**src/rtl/mage_pkg.sv**
```systemverilog
// Shared MAGE types and default sizing for the accumulation unit.
package mage_pkg;

    typedef enum logic [1:0] {
        ST_IDLE,
        ST_CONF,
        EXEC,
        ST_DONE
    } state_t;

    typedef enum logic [1:0] {
        IDLE,
        ACC,
        DRAIN
    } acc_fsm_t;

    localparam int ACC_DATA_WIDTH = 32;
    localparam int ACC_WIDTH      = 40;
    localparam int ACC_FIFO_DEPTH = 2;

endpackage

```
**src/rtl/acc_out_fifo.sv**
```systemverilog
// Small synchronous FIFO for finished sums; a push into a full FIFO only
// lands when the same cycle pops. The head holds the last popped value when empty.
module acc_out_fifo #(
    parameter int WIDTH = 40,
    parameter int DEPTH = 2
) (
    input  logic             clk_i,
    input  logic             rst_i,
    input  logic             push_i,
    input  logic [WIDTH-1:0] data_i,
    input  logic             pop_i,
    output logic [WIDTH-1:0] data_o,
    output logic             full_o,
    output logic             empty_o
);

    localparam int AW = $clog2(DEPTH);

    logic [WIDTH-1:0] r_mem [DEPTH];
    logic [WIDTH-1:0] r_last;
    logic [AW:0]      r_wr;
    logic [AW:0]      r_rd;
    logic             w_push_ok;
    logic             w_pop_ok;

    // Pointers carry one extra wrap bit to tell full from empty.
    assign empty_o   = (r_wr == r_rd);
    assign full_o    = (r_wr[AW-1:0] == r_rd[AW-1:0]) && (r_wr[AW] != r_rd[AW]);
    assign w_pop_ok  = pop_i && !empty_o;
    assign w_push_ok = push_i && (!full_o || w_pop_ok);
    assign data_o    = empty_o ? r_last : r_mem[r_rd[AW-1:0]];

    always_ff @(posedge clk_i or posedge rst_i) begin
        if (rst_i) begin
            r_wr   <= '0;
            r_rd   <= '0;
            r_last <= '0;
        end else begin
            if (w_push_ok)
                r_wr <= r_wr + (AW+1)'(1);
            if (w_pop_ok) begin
                r_rd   <= r_rd + (AW+1)'(1);
                r_last <= r_mem[r_rd[AW-1:0]];
            end
        end
    end

    always_ff @(posedge clk_i) begin
        if (w_push_ok)
            r_mem[r_wr[AW-1:0]] <= data_i;
    end

endmodule

```
**src/rtl/accumulation_unit.sv**
```systemverilog
// Sums signed PE results per accumulation window and queues finished sums
// for the output stream. Optional saturating arithmetic via ACC_SATURATE_EN.
module accumulation_unit
    import mage_pkg::*;
#(
    parameter int DATA_WIDTH = ACC_DATA_WIDTH,
    parameter int ACC_WIDTH  = mage_pkg::ACC_WIDTH,
    parameter int FIFO_DEPTH = ACC_FIFO_DEPTH
) (
    input  logic                  clk_i,
    input  logic                  rst_i,
    input  state_t                state_i,
    input  logic [DATA_WIDTH-1:0] data_i,
    input  logic                  data_valid_i,
    input  logic                  end_i,
    output logic [ACC_WIDTH-1:0]  acc_data_o,
    output logic                  acc_valid_o,
    input  logic                  acc_ready_i,
    output logic                  drop_o,
    output logic                  busy_o
`ifdef ACC_SATURATE_EN
    ,
    output logic                  sat_o
`endif
);

    acc_fsm_t              r_state;
    logic [ACC_WIDTH-1:0]  r_acc;
    logic                  r_drop;
    logic                  w_exec;
    logic                  w_active;
    logic [ACC_WIDTH-1:0]  w_sext;
    logic [ACC_WIDTH-1:0]  w_raw;
    logic [ACC_WIDTH-1:0]  w_sum;
    logic                  w_push;
    logic                  w_pop;
    logic                  w_full;
    logic                  w_empty;

    assign w_exec   = (state_i == EXEC);
    assign w_active = (r_state == ACC) && w_exec;
    assign w_sext   = ACC_WIDTH'(signed'(data_i));
    assign w_raw    = r_acc + w_sext;

`ifdef ACC_SATURATE_EN
    logic w_ovf;
    logic r_sat;

    // Overflow only when both operands share a sign the result lost.
    assign w_ovf = (r_acc[ACC_WIDTH-1] == w_sext[ACC_WIDTH-1]) &&
                   (w_raw[ACC_WIDTH-1] != r_acc[ACC_WIDTH-1]);
    assign w_sum = !w_ovf ? w_raw :
                   r_acc[ACC_WIDTH-1] ? {1'b1, {(ACC_WIDTH-1){1'b0}}}
                                      : {1'b0, {(ACC_WIDTH-1){1'b1}}};
    assign sat_o = r_sat;

    always_ff @(posedge clk_i or posedge rst_i) begin
        if (rst_i)
            r_sat <= 1'b0;
        else if (w_active && data_valid_i && w_ovf)
            r_sat <= 1'b1;
    end
`else
    assign w_sum = w_raw;
`endif

    assign w_push = w_active && data_valid_i && end_i;
    assign w_pop  = acc_valid_o && acc_ready_i;

    acc_out_fifo #(
        .WIDTH (ACC_WIDTH),
        .DEPTH (FIFO_DEPTH)
    ) u_fifo (
        .clk_i   (clk_i),
        .rst_i   (rst_i),
        .push_i  (w_push),
        .data_i  (w_sum),
        .pop_i   (w_pop),
        .data_o  (acc_data_o),
        .full_o  (w_full),
        .empty_o (w_empty)
    );

    assign acc_valid_o = !w_empty;
    assign drop_o      = r_drop;
    assign busy_o      = (r_state == ACC) | acc_valid_o;

    always_ff @(posedge clk_i or posedge rst_i) begin
        if (rst_i) begin
            r_state <= IDLE;
            r_acc   <= '0;
            r_drop  <= 1'b0;
        end else begin
            if (w_push && w_full && !w_pop)
                r_drop <= 1'b1;
            case (r_state)
                IDLE: begin
                    r_acc <= '0;
                    if (w_exec)
                        r_state <= ACC;
                end
                ACC: begin
                    // A partial window is discarded when EXEC ends.
                    if (!w_exec) begin
                        r_acc   <= '0;
                        r_state <= w_empty ? IDLE : DRAIN;
                    end else if (data_valid_i) begin
                        r_acc <= end_i ? '0 : w_sum;
                    end
                end
                DRAIN: begin
                    r_acc <= '0;
                    if (w_exec)
                        r_state <= ACC;
                    else if (w_empty)
                        r_state <= IDLE;
                end
                default: begin
                    r_acc   <= '0;
                    r_state <= IDLE;
                end
            endcase
        end
    end

endmodule

```
**config.mk**
```make
export PLATFORM = sky130hd
export DESIGN_NAME = accumulation_unit
export DESIGN_NICKNAME = d
export VERILOG_FILES = /design/src/rtl/mage_pkg.sv /design/src/rtl/acc_out_fifo.sv /design/src/rtl/accumulation_unit.sv
export SDC_FILE = /design/constraint.sdc
export NUM_CORES = 1
export LEC_CHECK = 0
export BUFFER_PORTS_ARGS = -buffer_cell sky130_fd_sc_hd__buf_2
export CORE_MARGIN = 8
export CORE_UTILIZATION = 60
export CTS_CLUSTER_SIZE = 12
export DETAILED_ROUTE_END_ITERATION = 16
export GPL_ROUTABILITY_DRIVEN = 1
export GPL_TIMING_DRIVEN = 0
export HOLD_SLACK_MARGIN = 0.1
export PLACE_DENSITY_LB_ADDON = 0.12
export SKIP_CTS_REPAIR_TIMING = 1
export SLEW_MARGIN = 40
export SYNTH_ARGS = -nofsm -noshare
export SYNTH_HDL_FRONTEND = slang
export SYNTH_HIERARCHICAL = 1
export SYNTH_SLANG_ARGS = --single-unit
```
**constraint.sdc**
```tcl
create_clock -name clk_i -period 4.05 [get_ports clk_i]
set_clock_uncertainty 0.05 [all_clocks]
set_input_delay 0.2025 -clock clk_i [delete_from_list [all_inputs] [get_ports clk_i]]
set_output_delay 0.2025 -clock clk_i [all_outputs]
set_load 0.02 [all_outputs]
```
# == Yosys cells after proc, flatten, opt, wreduce, memory -nomap -nowiden ==
# Memories as Yosys holds them, arrays and structs flattened.
# Cells that the tools add are included.
# totals
regBits,87
ramBits,80
in_bits,39
out_inout_bits,43
wordCells,49
n_memories,1
# classes
add_sub_neg,3
eq_ne,10
n_mux,13
bitwise_logic,1
n_reduce_logical,15
# mem_list
memory,depth,width,rd,rd_clocked_by_memory_dff,write_ports,line,rtl
u_fifo.r_mem,2,40,1,0,1,acc_out_fifo.sv:19,logic [WIDTH-1:0] r_mem [DEPTH];
# op_table
operator,count
$mux 40,5
$add 40x40->40,1
$mux 2,5
$logic_and 1x1->1,9
$pmux 2 s3,1
$add 2x1->2 const B,2
$eq 2x2->1 const B,2
$ne 2x2->1 const B,2
$logic_not 1->1,3
$ne 3x2->1 const B,1
$ne 3x3->1 const B,1
$reduce_and 3->1,1
$eq 2x1->1 const B,1
$eq 2x2->1,1
$logic_not 2->1,1
$mux 1,2
$eq 1x1->1,1
$logic_or 1x1->1,1
$ne 1x1->1,1
$or 1x1->1,1

# == Depth between registers and ports, before layout ==
# Gate-level depths: netlist (run 1).
# logic_depth
depth_word,8
depth_mapped,11
depth_no_buf,11

# == Hierarchy ==
# Netlist (run 1), hierarchy kept.
# modules_own_cells
module,instances,cells_per_inst,area_each_um2,seq_area_each_um2
acc_out_fifo,1,277,5069.9,3503.4
accumulation_unit,1,451,3938.8,1076.0

# == Least setup slack after synthesis (run 1) ==
# No wires, ideal clock.
# synth_timing
kind,flip-flop to flip-flop
from,register u_fifo.r_rd[0]
to,memory u_fifo.r_mem[0][0] (enable)
setup_ns,0.437
arrival_time_ns,3.091
required_ns,3.563
path_slack_ns,0.471
path_stages_with_launch,9
path_buffers,2
synth_period_minus_slack_ns,3.579
cell_sequence,dfrtp_1 buf_2 xnor2_2 nand2_1 buf_2 inv_1 nor2b_1 o31ai_1 nor2_1
# synth_between
elab_chain_len,8
word_cells_on_any_way,11
cone_classes,eq/ne: 2; mux: 2; reduce/logical: 7
# synth_lines
item,line,rtl
from (decl),acc_out_fifo.sv:22,logic [AW:0] r_rd;
from (signal assigned),acc_out_fifo.sv:42,r_rd <= r_rd + (AW+1)'(1);
$eq 2x2->1,acc_out_fifo.sv:27,assign empty_o = (r_wr == r_rd);
named net w_empty,accumulation_unit.sv:38,logic w_empty;
$logic_not 1->1,accumulation_unit.sv:84,assign acc_valid_o = !w_empty;
$logic_and 1x1->1,accumulation_unit.sv:68,assign w_pop = acc_valid_o && acc_ready_i;
named net w_pop,accumulation_unit.sv:36,logic w_pop;
$logic_and 1x1->1,acc_out_fifo.sv:29,assign w_pop_ok = pop_i && !empty_o;
$logic_or 1x1->1,acc_out_fifo.sv:30,assign w_push_ok = push_i && (!full_o || w_pop_ok);
$logic_and 1x1->1,acc_out_fifo.sv:30,
$mux 1,acc_out_fifo.sv:49,if (w_push_ok)
$mux 1 (not written as such),acc_out_fifo.sv:50,r_mem[r_wr[AW-1:0]] <= data_i;
to (decl),acc_out_fifo.sv:19,
# The timed path passes the listed nets, and every way through them passes these cells.

# == Final worst setup path (run 1) ==
# layout_timing
from,register r_acc[0]
to,register r_acc[30]
# layout_between
elab_chain_len,5
# layout_lines
item,line,rtl
from (decl),accumulation_unit.sv:28,logic [ACC_WIDTH-1:0] r_acc;
from (signal assigned),accumulation_unit.sv:108,r_acc <= end_i ? '0 : w_sum;
$add 40x40->40,accumulation_unit.sv:43,assign w_raw = r_acc + w_sext;
named net w_raw[30],accumulation_unit.sv:33,logic [ACC_WIDTH-1:0] w_raw;
$mux 40,accumulation_unit.sv:108,
$mux 40,accumulation_unit.sv:107,end else if (data_valid_i) begin
$mux 40,accumulation_unit.sv:104,if (!w_exec) begin
$mux 40,accumulation_unit.sv:96,case (r_state)
# The timed path passes the listed nets, and every way through them passes these cells. The select of a mux whose other input is x is not followed.
# A chain may end at the register's enable or synchronous reset.

==> impl_metrics.py, run 1 <==
metrics = {
    "sta": {
        "worst_relative_slew_slack_pct": 43.0,
        "setup_viol": 0,
        "worst_slew_pin_slew_ps": 848,
        "hold_violations": 0,
        "timing.fmax_ghz": 0.298,
        "final_worst_path_period_share_pct": 82.9,
        "final.setup.tns_ps": 0,
        "final-max-slew-violation-count": 0,
        "layout_min_cycle_time_ps": 3360,
        "timing.final.ws_setup_ps": 691,
        "whs_ps": 128,
        "unrepaired_setup_endpoints_after_global_routing": "false",
    },
    "power_and_ir_drop": {
        "powerDensity_nw_per_um2": 618,
        "internal_power_w": 0.00409,
        "sw_frac_of_total_pct": 36.2,
        "leakage_dissipation_nw": 4.50,
        "vdd_drop_max_v": 0.000372,
        "pwr-share-clk_pct": 24.6,
        "power.switching_w": 0.00232,
        "comb_power_share_pct": 41.7,
        "seqPwrFrac_pct": 33.7,
    },
    "placed_design": {
        "hpwl_after_detailed_placement_um": 15300,
        "dp_worst_setup_slack_ps": 787,
        "place.port_buffers": 81,
        "finalWeightedCongestion": 0.928,
    },
    "setup_path": {
        "worstSetupEndpoint": "r_acc[30]",
        "critical_path_required_ps": 4360,
        "critical_path_origin": "r_acc[0]",
        "cp-end-kind": "flop",
        "crit_path_top_delay_cell": "sky130_fd_sc_hd__a2111oi_2",
        "worst_r2r_path_depth": 11,
        "data_arrival_time_at_the_worst_slack_endpoint_ps": 3670,
        "crit_path_max_cell_delay_ps": 580,
        "worstSetupStartpointType": "flop",
        "timing.critical_path.cells": "ha_1, inv_1, fa_1, nor2b_1, o2111ai_1, a2111oi_2, nor2_1, a21oi_2, a21boi_0, xnor2_1, a22o_1",
        "r2r_slack_ps": 690,
        "r2r_path_end": "r_acc[30]",
        "r2r-start": "r_acc[0]",
        "timing.critical_path.fanout_max": 4,
        "worstSetupPathType": "flop to flop",
    },
    "yosys": {
        "synth_enable_flop_cells": 80,
        "mappedNetlistArea_um2": 9010,
        "synthCells": 728,
        "post_synth.cell_area_avg_um2": 12.4,
        "synth.distinct_cells": 65,
        "synth_fp_nets": 807,
        "synth.top_cell.area_share_pct": 26.7,
        "netlist.top_cell.by_area": "sky130_fd_sc_hd__edfxtp_1",
        "dominantRegCellSynth": "sky130_fd_sc_hd__dfrtp_1",
        "synth-seq-area-share_pct": 50.8,
        "synth.ff_latch_count": 167,
        "synth_most_common_cell": "sky130_fd_sc_hd__mux2_2",
        "asr_flop_ratio_synth_pct": 52.1,
        "ys_warns": 6,
        "leading_post_synthesis_cells_by_instance_count": "104 x sky130_fd_sc_hd__mux2_2, 87 x sky130_fd_sc_hd__dfrtp_1, 80 x sky130_fd_sc_hd__edfxtp_1",
        "synth.area.top_cells": "sky130_fd_sc_hd__edfxtp_1 27%, sky130_fd_sc_hd__dfrtp_1 24%, sky130_fd_sc_hd__mux2_2 13%",
    },
    "clocking": {
        "clk_latency_ps": 430,
        "longest_clk_path_bufs": 2,
        "clock_tree.root_cell": "sky130_fd_sc_hd__clkbuf_16",
        "cts.sink_count": 167,
        "clkSlewWorstSetupHoldPaths_ps": 70,
        "cts_htree_levels": 4,
        "cts_buffers": 17,
        "cts_tree": "built",
    },
    "route": {
        "detailedRoute.firstIterationViolations": 403,
        "dr_total_vias": 6322,
        "detail_route.vias_per_cell": 6.12,
        "drc_errors": 0,
        "detail_route.wl_per_cell_um": 20.5,
        "ant_nets": 0,
        "drt_first_pass_iters": 5,
        "routed_wl_um": 21200,
    },
    "floorplanning": {
        "core_area_um2": 14600,
        "row_count": 44,
        "die_area_um2": 19200,
        "num_io_pins": 82,
        "floorplan.die.width_um": 139,
        "die_height_um": 139,
        "start_util_pct": 61.7,
    },
    "status": {
        "outcome": "finished, final reports clean",
    },
    "grt": {
        "grt_antenna_before_repair": 0,
        "grt_start_max_net_pins": 31,
        "grt_overflow": 0,
        "grt_usage_pct": 22.2,
        "global_route_wire_length_before_repair_um": 34300,
        "grt_pass1_vias": 6603,
    },
    "finish": {
        "layout.nets": 915,
        "area_delta_synth_final_pct": 15.2,
        "fill_cells": 1055,
        "drive_above_1_share_pct": 31.6,
        "count_of_antenna_diodes_in_the_layout": 0,
    },
    "worst_hold_path": {
        "min_path_type": "input pin to flop",
        "worstHoldPathCells": 2,
    },
    "flow_run": {
        "cap_viol_max_count": 0,
    },
}
## power groups by stage
stage	Clock, W	Combinational, W	Sequential [W]
finish	0.00158	0.00267	0.00216
global route	0.00167	0.00286	0.00218
CTS	0.00160	0.00271	0.00216
detailed placement	0	0.00269	0.00219
global placement	0	0.00261	0.00217
floorplan	0	0.00194	0.00216
## cell type report
cell class              count  area, um^2  share of cell area, %
inverters                  20        82.6                  0.796
flip-flops and latches    167        4580                   44.1
repair buffers             89         551                   5.31
clock inverters            15         144                   1.39
multi-input cells         506        4190                   40.4
well taps                 184         230                   2.22
plain buffers              35         169                   1.63
clock buffers              17         425                   4.10
## flip-flops by register name (all words and copies together), names as in the netlist
register       cells
u_fifo/r_wr        2
u_fifo/r_last     40
u_fifo/r_rd        2
r_state            2
drop_o             1
u_fifo/r_mem      80
r_acc             40
## logic make-up after synthesis
logic type	share of synthesized area, %
xor+xnor	4.42
fa+ha+maj	5.64
flops	50.8
simple gates	6.60
buf+inv	2.71
mux	15.0
compound gates	14.8
## metal layers
metal | global-route usage (%) | part of all wire (%) | vias to the layer above
li1 | - | - | 2950
met1 | 27.5 | 45 | 3197
met2 | 38.0 | 49 | 148
met3 | 5.14 | 4.2 | 27
met4 | 5.95 | 1.5 | 0
met5 | 0 | 0 | -
## placed cells by master, fill, tap and decap left out, types with 4 or more instances in the layout
cell type,n
sky130_fd_sc_hd__nor3_1,6
sky130_fd_sc_hd__nand2b_1,6
sky130_fd_sc_hd__a21oi_1,42
sky130_fd_sc_hd__a31oi_1,6
sky130_fd_sc_hd__clkbuf_16,17
sky130_fd_sc_hd__nand4_1,10
sky130_fd_sc_hd__dfrtp_1,87
sky130_fd_sc_hd__o21bai_1,7
sky130_fd_sc_hd__buf_4,5
sky130_fd_sc_hd__xor2_1,15
sky130_fd_sc_hd__inv_6,4
sky130_fd_sc_hd__o21a_1,8
sky130_fd_sc_hd__mux2_2,104
sky130_fd_sc_hd__and3_1,6
sky130_fd_sc_hd__o21ai_0,17
sky130_fd_sc_hd__nand3_1,11
sky130_fd_sc_hd__xnor2_1,23
sky130_fd_sc_hd__buf_2,95
sky130_fd_sc_hd__ha_1,39
sky130_fd_sc_hd__clkbuf_1,15
sky130_fd_sc_hd__inv_1,17
sky130_fd_sc_hd__a211oi_1,4
sky130_fd_sc_hd__nand2_1,39
sky130_fd_sc_hd__a22o_1,38
sky130_fd_sc_hd__edfxtp_1,80
sky130_fd_sc_hd__mux2_1,16
sky130_fd_sc_hd__nor2b_1,8
sky130_fd_sc_hd__a21o_1,22
sky130_fd_sc_hd__nor2_1,25
## critical path: cells and delay by family, from the launching register on
| family | cells | cell delay (ps) |
|---|---|---|
| xor+xnor | 1 | 350 |
| buf+inv | 1 | 70 |
| compound gates | 5 | 1540 |
| fa+ha+maj | 2 | 610 |
| flops | 1 | 370 |
| simple gates | 2 | 320 |
## metrics by stage
| step | instance area, um^2 | cells | utilization (%) | total power [W] |
|---|---|---|---|---|
| 2_1_floorplan | 9010 | 728 | - | 0.00410 |
| 3_3_place_gp | 9640 | 993 | 66.1 | 0.00478 |
| 3_5_place_dp | 9770 | 998 | 67.0 | 0.00488 |
| 4_1_cts | 10300 | 1030 | 70.9 | 0.00646 |
| 5_1_grt | 10400 | 1033 | 71.1 | 0.00671 |
| 6_report | 10400 | 1033 | 71.1 | 0.00641 |
## worst min path at each step
stage,end,startpoint
2_1_floorplan,r_state[0],state_i[1]
3_3_place_gp,drop_o,drop_o
6_report,u_fifo/r_mem[0][0],data_i[0]
5_1_grt,u_fifo/r_mem[1][0],data_i[0]
3_5_place_dp,u_fifo/r_last[37],rst_i
4_1_cts,u_fifo/r_last[35],rst_i
(Power assumes the default switching activity.)
==> inputs of run 2 (changes only) <==
- clock period: 4.05 -> 3.2 ns (I/O delays scaled with it)
==> run 2 against run 1 <==
  * Routed wire length fell by 1.4%
  * Core utilization up 0.61 points
  * Count of clock-buffer cells in the layout grew 5
  * Global-route usage down 0.28 points
  * Fmax is 11% higher
  * Via count down 1.3%
  * Cell count rose by 0.19%
  * Flip-flop and latch count unchanged
  * Sequential share of layout area decreased by 0.37 points
  * Largest power group unchanged
==> impl_metrics.py, run 2 (synthesis results as in run 1) <==
metrics = {
    "finish": {
        "number_of_flip_flops_in_the_largest_register": 80,
        "seqCellArea_um2": 4580,
        "fill_cells": 1044,
        "layout.nets": 917,
        "most-common-layout-cells": "104 x sky130_fd_sc_hd__mux2_2, 95 x sky130_fd_sc_hd__buf_2, 87 x sky130_fd_sc_hd__dfrtp_1",
        "count_of_antenna_diodes_in_the_layout": 0,
        "multi_input_comb_area_um2": 4230,
        "layout.cells.most_common": "sky130_fd_sc_hd__mux2_2",
        "drive_above_1_share_pct": 31.6,
        "area_delta_synth_final_pct": 16.1,
    },
    "sta": {
        "final_worst_path_period_share_pct": 94.7,
        "setup_viol": 0,
        "worst_slew_pin_slew_ps": 688,
        "timing.fmax_ghz": 0.330,
        "final-max-slew-violation-count": 0,
        "hold_violations": 0,
        "worst_relative_slew_slack_pct": 54.2,
        "whs_ps": 106,
        "layout_min_cycle_time_ps": 3030,
    },
    "clocking": {
        "clock_tree.root_cell": "sky130_fd_sc_hd__clkbuf_16",
        "cts_htree_levels": 4,
        "clkSlewWorstSetupHoldPaths_ps": 70,
        "clk_latency_ps": 430,
        "cts.sink_count": 167,
        "cts_buffers": 17,
        "longest_clk_path_bufs": 2,
        "cts_tree": "built",
    },
    "route": {
        "detail_route.vias_per_cell": 6.03,
        "ant_nets": 0,
        "dr_total_vias": 6242,
        "drt_first_pass_iters": 6,
        "drc_errors": 0,
        "routed_wl_um": 20900,
        "detail_route.wl_per_cell_um": 20.2,
        "detailedRoute.firstIterationViolations": 470,
    },
    "setup_path": {
        "worst_r2r_path_depth": 12,
        "cp-end-kind": "flop",
        "crit_path_top_delay_cell": "sky130_fd_sc_hd__fa_1",
        "worstSetupEndpoint": "r_acc[30]",
        "timing.critical_path.max_delay_family": "compound AO/OA/AOI/OAI gates",
        "r2r-start": "r_acc[0]",
        "crit_path_max_cell_delay_ps": 400,
        "worstSetupStartpointType": "flop",
        "r2r_slack_ps": 170,
        "critical_path_origin": "r_acc[0]",
        "critical_path.n_buffers_inverters": 2,
        "timing.critical_path.cells": "ha_1, inv_1, fa_1, nor2b_1, o2111ai_2, a2111oi_4, nor2_1, a21oi_4, a21boi_0, xnor2_1, buf_4, a22o_1",
        "timing.critical_path.fanout_max": 4,
        "cp.depth": 12,
        "worstSetupPathType": "flop to flop",
        "r2r_path_end": "r_acc[30]",
        "critical_path_required_ps": 3460,
        "data_arrival_time_at_the_worst_slack_endpoint_ps": 3290,
    },
    "power_and_ir_drop": {
        "leakage_dissipation_nw": 4.52,
        "vdd_drop_max_v": 0.000552,
        "post-layout-total-power_w": 0.00822,
        "powerDensity_nw_per_um2": 786,
    },
    "status": {
        "outcome": "finished, final reports clean",
    },
    "grt": {
        "grt_pass1_vias": 6430,
        "grt_start_max_net_pins": 31,
        "global_route_wire_length_before_repair_um": 33700,
        "grt_usage_pct": 21.9,
        "grt_overflow": 0,
        "grt_antenna_before_repair": 0,
    },
    "placed_design": {
        "finalWeightedCongestion": 0.910,
        "place.port_buffers": 81,
        "hpwl_after_detailed_placement_um": 15200,
    },
    "worst_hold_path": {
        "min_path_type": "input pin to flop",
    },
    "floorplanning": {
        "core_area_um2": 14600,
        "row_count": 44,
        "die_height_um": 139,
        "floorplan.die.width_um": 139,
        "num_io_pins": 82,
        "start_util_pct": 61.7,
        "die_area_um2": 19200,
    },
    "flow_run": {
        "cap_viol_max_count": 0,
    },
}
==> run 2: worst min-delay path, stage by stage <==
cell                      delay [ps]
sky130_fd_sc_hd__buf_2            90
sky130_fd_sc_hd__nor2_1          100
sky130_fd_sc_hd__inv_1           100
sky130_fd_sc_hd__o21ai_0          80
==> run 2: cell type report <==
class	instances	share of cell area, %
Tap cell	184	2.20
Clock buffer	22	4.34
Inverter	20	0.789
Multi-Input combinational cell	506	40.5
Clock inverter	10	1.40
Timing Repair Buffer	91	5.43
Buffer	35	1.61
Sequential cell	167	43.8
==> run 2: per-layer routing <==
metal,GRT usage [%],vias to the layer above,routed length [um],share of wire [%]
met5,0,-,0,0
met4,6.46,0,282,1.3
met3,5.48,24,1030,4.9
met2,36.7,165,10400,50
met1,27.4,3094,9170,44
li1,-,2959,-,-
==> run 2: report_power, final <==
part	internal (W)	total (W)	leakage, nW	switching, W
clock network	0.00126	0.00210	0.289	0.000845
registers	0.00258	0.00273	1.83	0.000147
logic	0.00151	0.00339	2.40	0.00188
==> run 2: how the worst min path moves through the flow <==
stage	from	slack, ps	depth (start not counted)	to
global route	end_i	100	3	drop_o
finish	end_i	110	4	r_acc[1]
CTS	rst_i	-370	2	u_fifo/r_last[37]
floorplan	state_i[1]	300	2	r_state[0]
detailed placement	rst_i	90	2	u_fifo/r_last[37]
global placement	drop_o	380	1	drop_o
==> run 2: stage by stage <==
step	cells	setup slack (ps)	cell area (um^2)	util, %	TNS [ps]
finish	1035	169	10500	71.7	0
global route	1035	-10.9	10500	71.7	-10.9
CTS	1030	-89.3	10400	71.1	-199
detailed placement	998	-49.8	9770	67.0	-107
global placement	993	-840	9650	66.1	-53490
floorplan	728	280	9010	-	0
==> inputs of run 3 (changes only) <==
- CORE_UTILIZATION: 60 -> 55
==> run 3 against run 2 <==
  * Setup slack better by 14 ps
  * Count of clock-buffer cells in the layout decreased by 1
  * Power decreased by 1.7%
  * Core utilization is 6.1 points lower
  * Critical endpoint is now r_acc[28]
  * Die area rose by 8.0%
==> impl_metrics.py, run 3 (synthesis results as in run 1) <==
metrics = {
    "worst_hold_path": {
        "min_path_type": "input pin to flop",
    },
    "clocking": {
        "clk_latency_ps": 430,
        "clkSlewWorstSetupHoldPaths_ps": 60,
        "clock_tree.root_cell": "sky130_fd_sc_hd__clkbuf_16",
        "longest_clk_path_bufs": 2,
        "cts.sink_count": 167,
        "cts_buffers": 17,
        "cts_tree": "built",
        "cts_htree_levels": 4,
    },
    "route": {
        "detailedRoute.firstIterationViolations": 422,
        "ant_nets": 0,
        "dr_total_vias": 6327,
        "detail_route.wl_per_cell_um": 20.0,
        "drc_errors": 0,
        "routed_wl_um": 21200,
        "detail_route.vias_per_cell": 5.94,
        "drt_first_pass_iters": 5,
    },
    "placed_design": {
        "hpwl_after_detailed_placement_um": 15400,
        "place.port_buffers": 81,
        "finalWeightedCongestion": 0.911,
    },
    "finish": {
        "layout.cells.most_common": "sky130_fd_sc_hd__mux2_2",
        "drive_above_1_share_pct": 31.7,
        "area_delta_synth_final_pct": 16.2,
        "most-common-layout-cells": "104 x sky130_fd_sc_hd__mux2_2, 95 x sky130_fd_sc_hd__buf_2, 87 x sky130_fd_sc_hd__dfrtp_1",
        "number_of_flip_flops_in_the_largest_register": 80,
        "count_of_antenna_diodes_in_the_layout": 0,
        "postLayoutCoreUtil_pct": 65.7,
        "layout.nets": 918,
    },
    "grt": {
        "grt_busiest_layer": "met2",
        "grt_start_max_net_pins": 41,
        "grtUsageMet2_pct": 36.5,
        "grt_pass1_vias": 6550,
        "grt_overflow": 0,
        "grt_usage_pct": 21.3,
        "gr_met3_demand_resource_pct": 4.19,
        "grt.met1_usage_pct": 26.3,
        "grt_antenna_before_repair": 0,
        "global_route_wire_length_before_repair_um": 34100,
    },
    "setup_path": {
        "cp-end-kind": "flop",
        "r2r_slack_ps": 180,
        "critical_path_required_ps": 3460,
        "data_arrival_time_at_the_worst_slack_endpoint_ps": 3270,
        "timing.critical_path.fanout_max": 5,
        "worstSetupPathType": "flop to flop",
        "worstSetupStartpointType": "flop",
    },
    "flow_run": {
        "cap_viol_max_count": 0,
    },
    "floorplanning": {
        "die_area_um2": 20700,
        "core_area_um2": 15900,
        "num_io_pins": 82,
        "die_height_um": 144,
        "floorplan.die.width_um": 144,
        "start_util_pct": 56.5,
        "row_count": 46,
    },
    "sta": {
        "timing.fmax_ghz": 0.331,
        "worst_relative_slew_slack_pct": 55.1,
        "hold_violations": 0,
        "setup_viol": 0,
        "final_worst_path_period_share_pct": 94.3,
        "layout_min_cycle_time_ps": 3020,
        "final-max-slew-violation-count": 0,
        "worst_slew_pin_slew_ps": 668,
    },
    "power_and_ir_drop": {
        "leakage_dissipation_nw": 4.52,
        "post-layout-total-power_w": 0.00808,
        "powerDensity_nw_per_um2": 772,
        "vdd_drop_max_v": 0.000393,
    },
    "status": {
        "outcome": "finished, final reports clean",
    },
}
==> run 3: cell count changes in the layout (fill, tap and decap cells not counted), sizes merged <==
| cell | before | now |
|---|---|---|
| inv | 22 | 21 |
| clkbuf | 38 | 37 |
| bufinv | 3 | 2 |
| buf | 106 | 107 |
==> run 3: worst max-delay path, cell delays in order, from the launching register on <==
cell                      delay [ps]
sky130_fd_sc_hd__dfrtp_1         390
sky130_fd_sc_hd__ha_1            370
sky130_fd_sc_hd__a21o_1          200
sky130_fd_sc_hd__a21oi_1         360
sky130_fd_sc_hd__a21oi_1         160
sky130_fd_sc_hd__o31ai_1         520
sky130_fd_sc_hd__a21oi_2         230
sky130_fd_sc_hd__a21oi_1         270
sky130_fd_sc_hd__xnor2_2         150
sky130_fd_sc_hd__a22o_1          220
==> run 3: cell type report <==
type                       count  area, um^2
fill                        1211        5480
clock inverter                 8        98.8
clock buffer                  21         460
sequential                   167        4580
inverter                      20        82.6
tap                          216         270
multi-input combinational    506        4240
buffer                        35         169
timing repair buffer          92         563
==> run 3: metrics by stage <==
step | TNS (ps) | instances | hold WS [ps] | setup WS [ps] | instance area [um^2]
5_1_grt | -8.97 | 1065 | 116 | -8.97 | 10500
3_3_place_gp | -43460 | 1025 | 398 | -713 | 9690
3_5_place_dp | -274 | 1029 | 89.6 | -97.4 | 9790
6_report | 0 | 1065 | 110 | 183 | 10500
2_1_floorplan | 0 | 728 | 304 | 280 | 9010
4_1_cts | -848 | 1058 | -364 | -193 | 10400
==> run 3: path summary, 6_finish.rpt <==
kind                                      to       start  cells past startpoint
max in group asynchronous  u_fifo/r_last[18]       rst_i                      4
min in group asynchronous     u_fifo/r_rd[0]       rst_i                      3
max reg2reg                        r_acc[28]    r_acc[4]                      9
min                               r_state[1]  state_i[0]                      4
min reg2reg                           drop_o      drop_o                      1
max                                r_acc[28]    r_acc[4]                      9
==> run 3: where the power goes <==
group / internal, W / switching, W / total (W)
Combinational: 0.00151 / 0.00187 / 0.00337
Clock: 0.00118 / 0.000801 / 0.00198
Sequential: 0.00258 / 0.000151 / 0.00274
==> run 3: metal layers <==
metal	share of wire, %	vias up
met4	2.3	0
met2	50	172
li1	-	2950
met3	3.9	36
met1	44	3169
met5	0	-
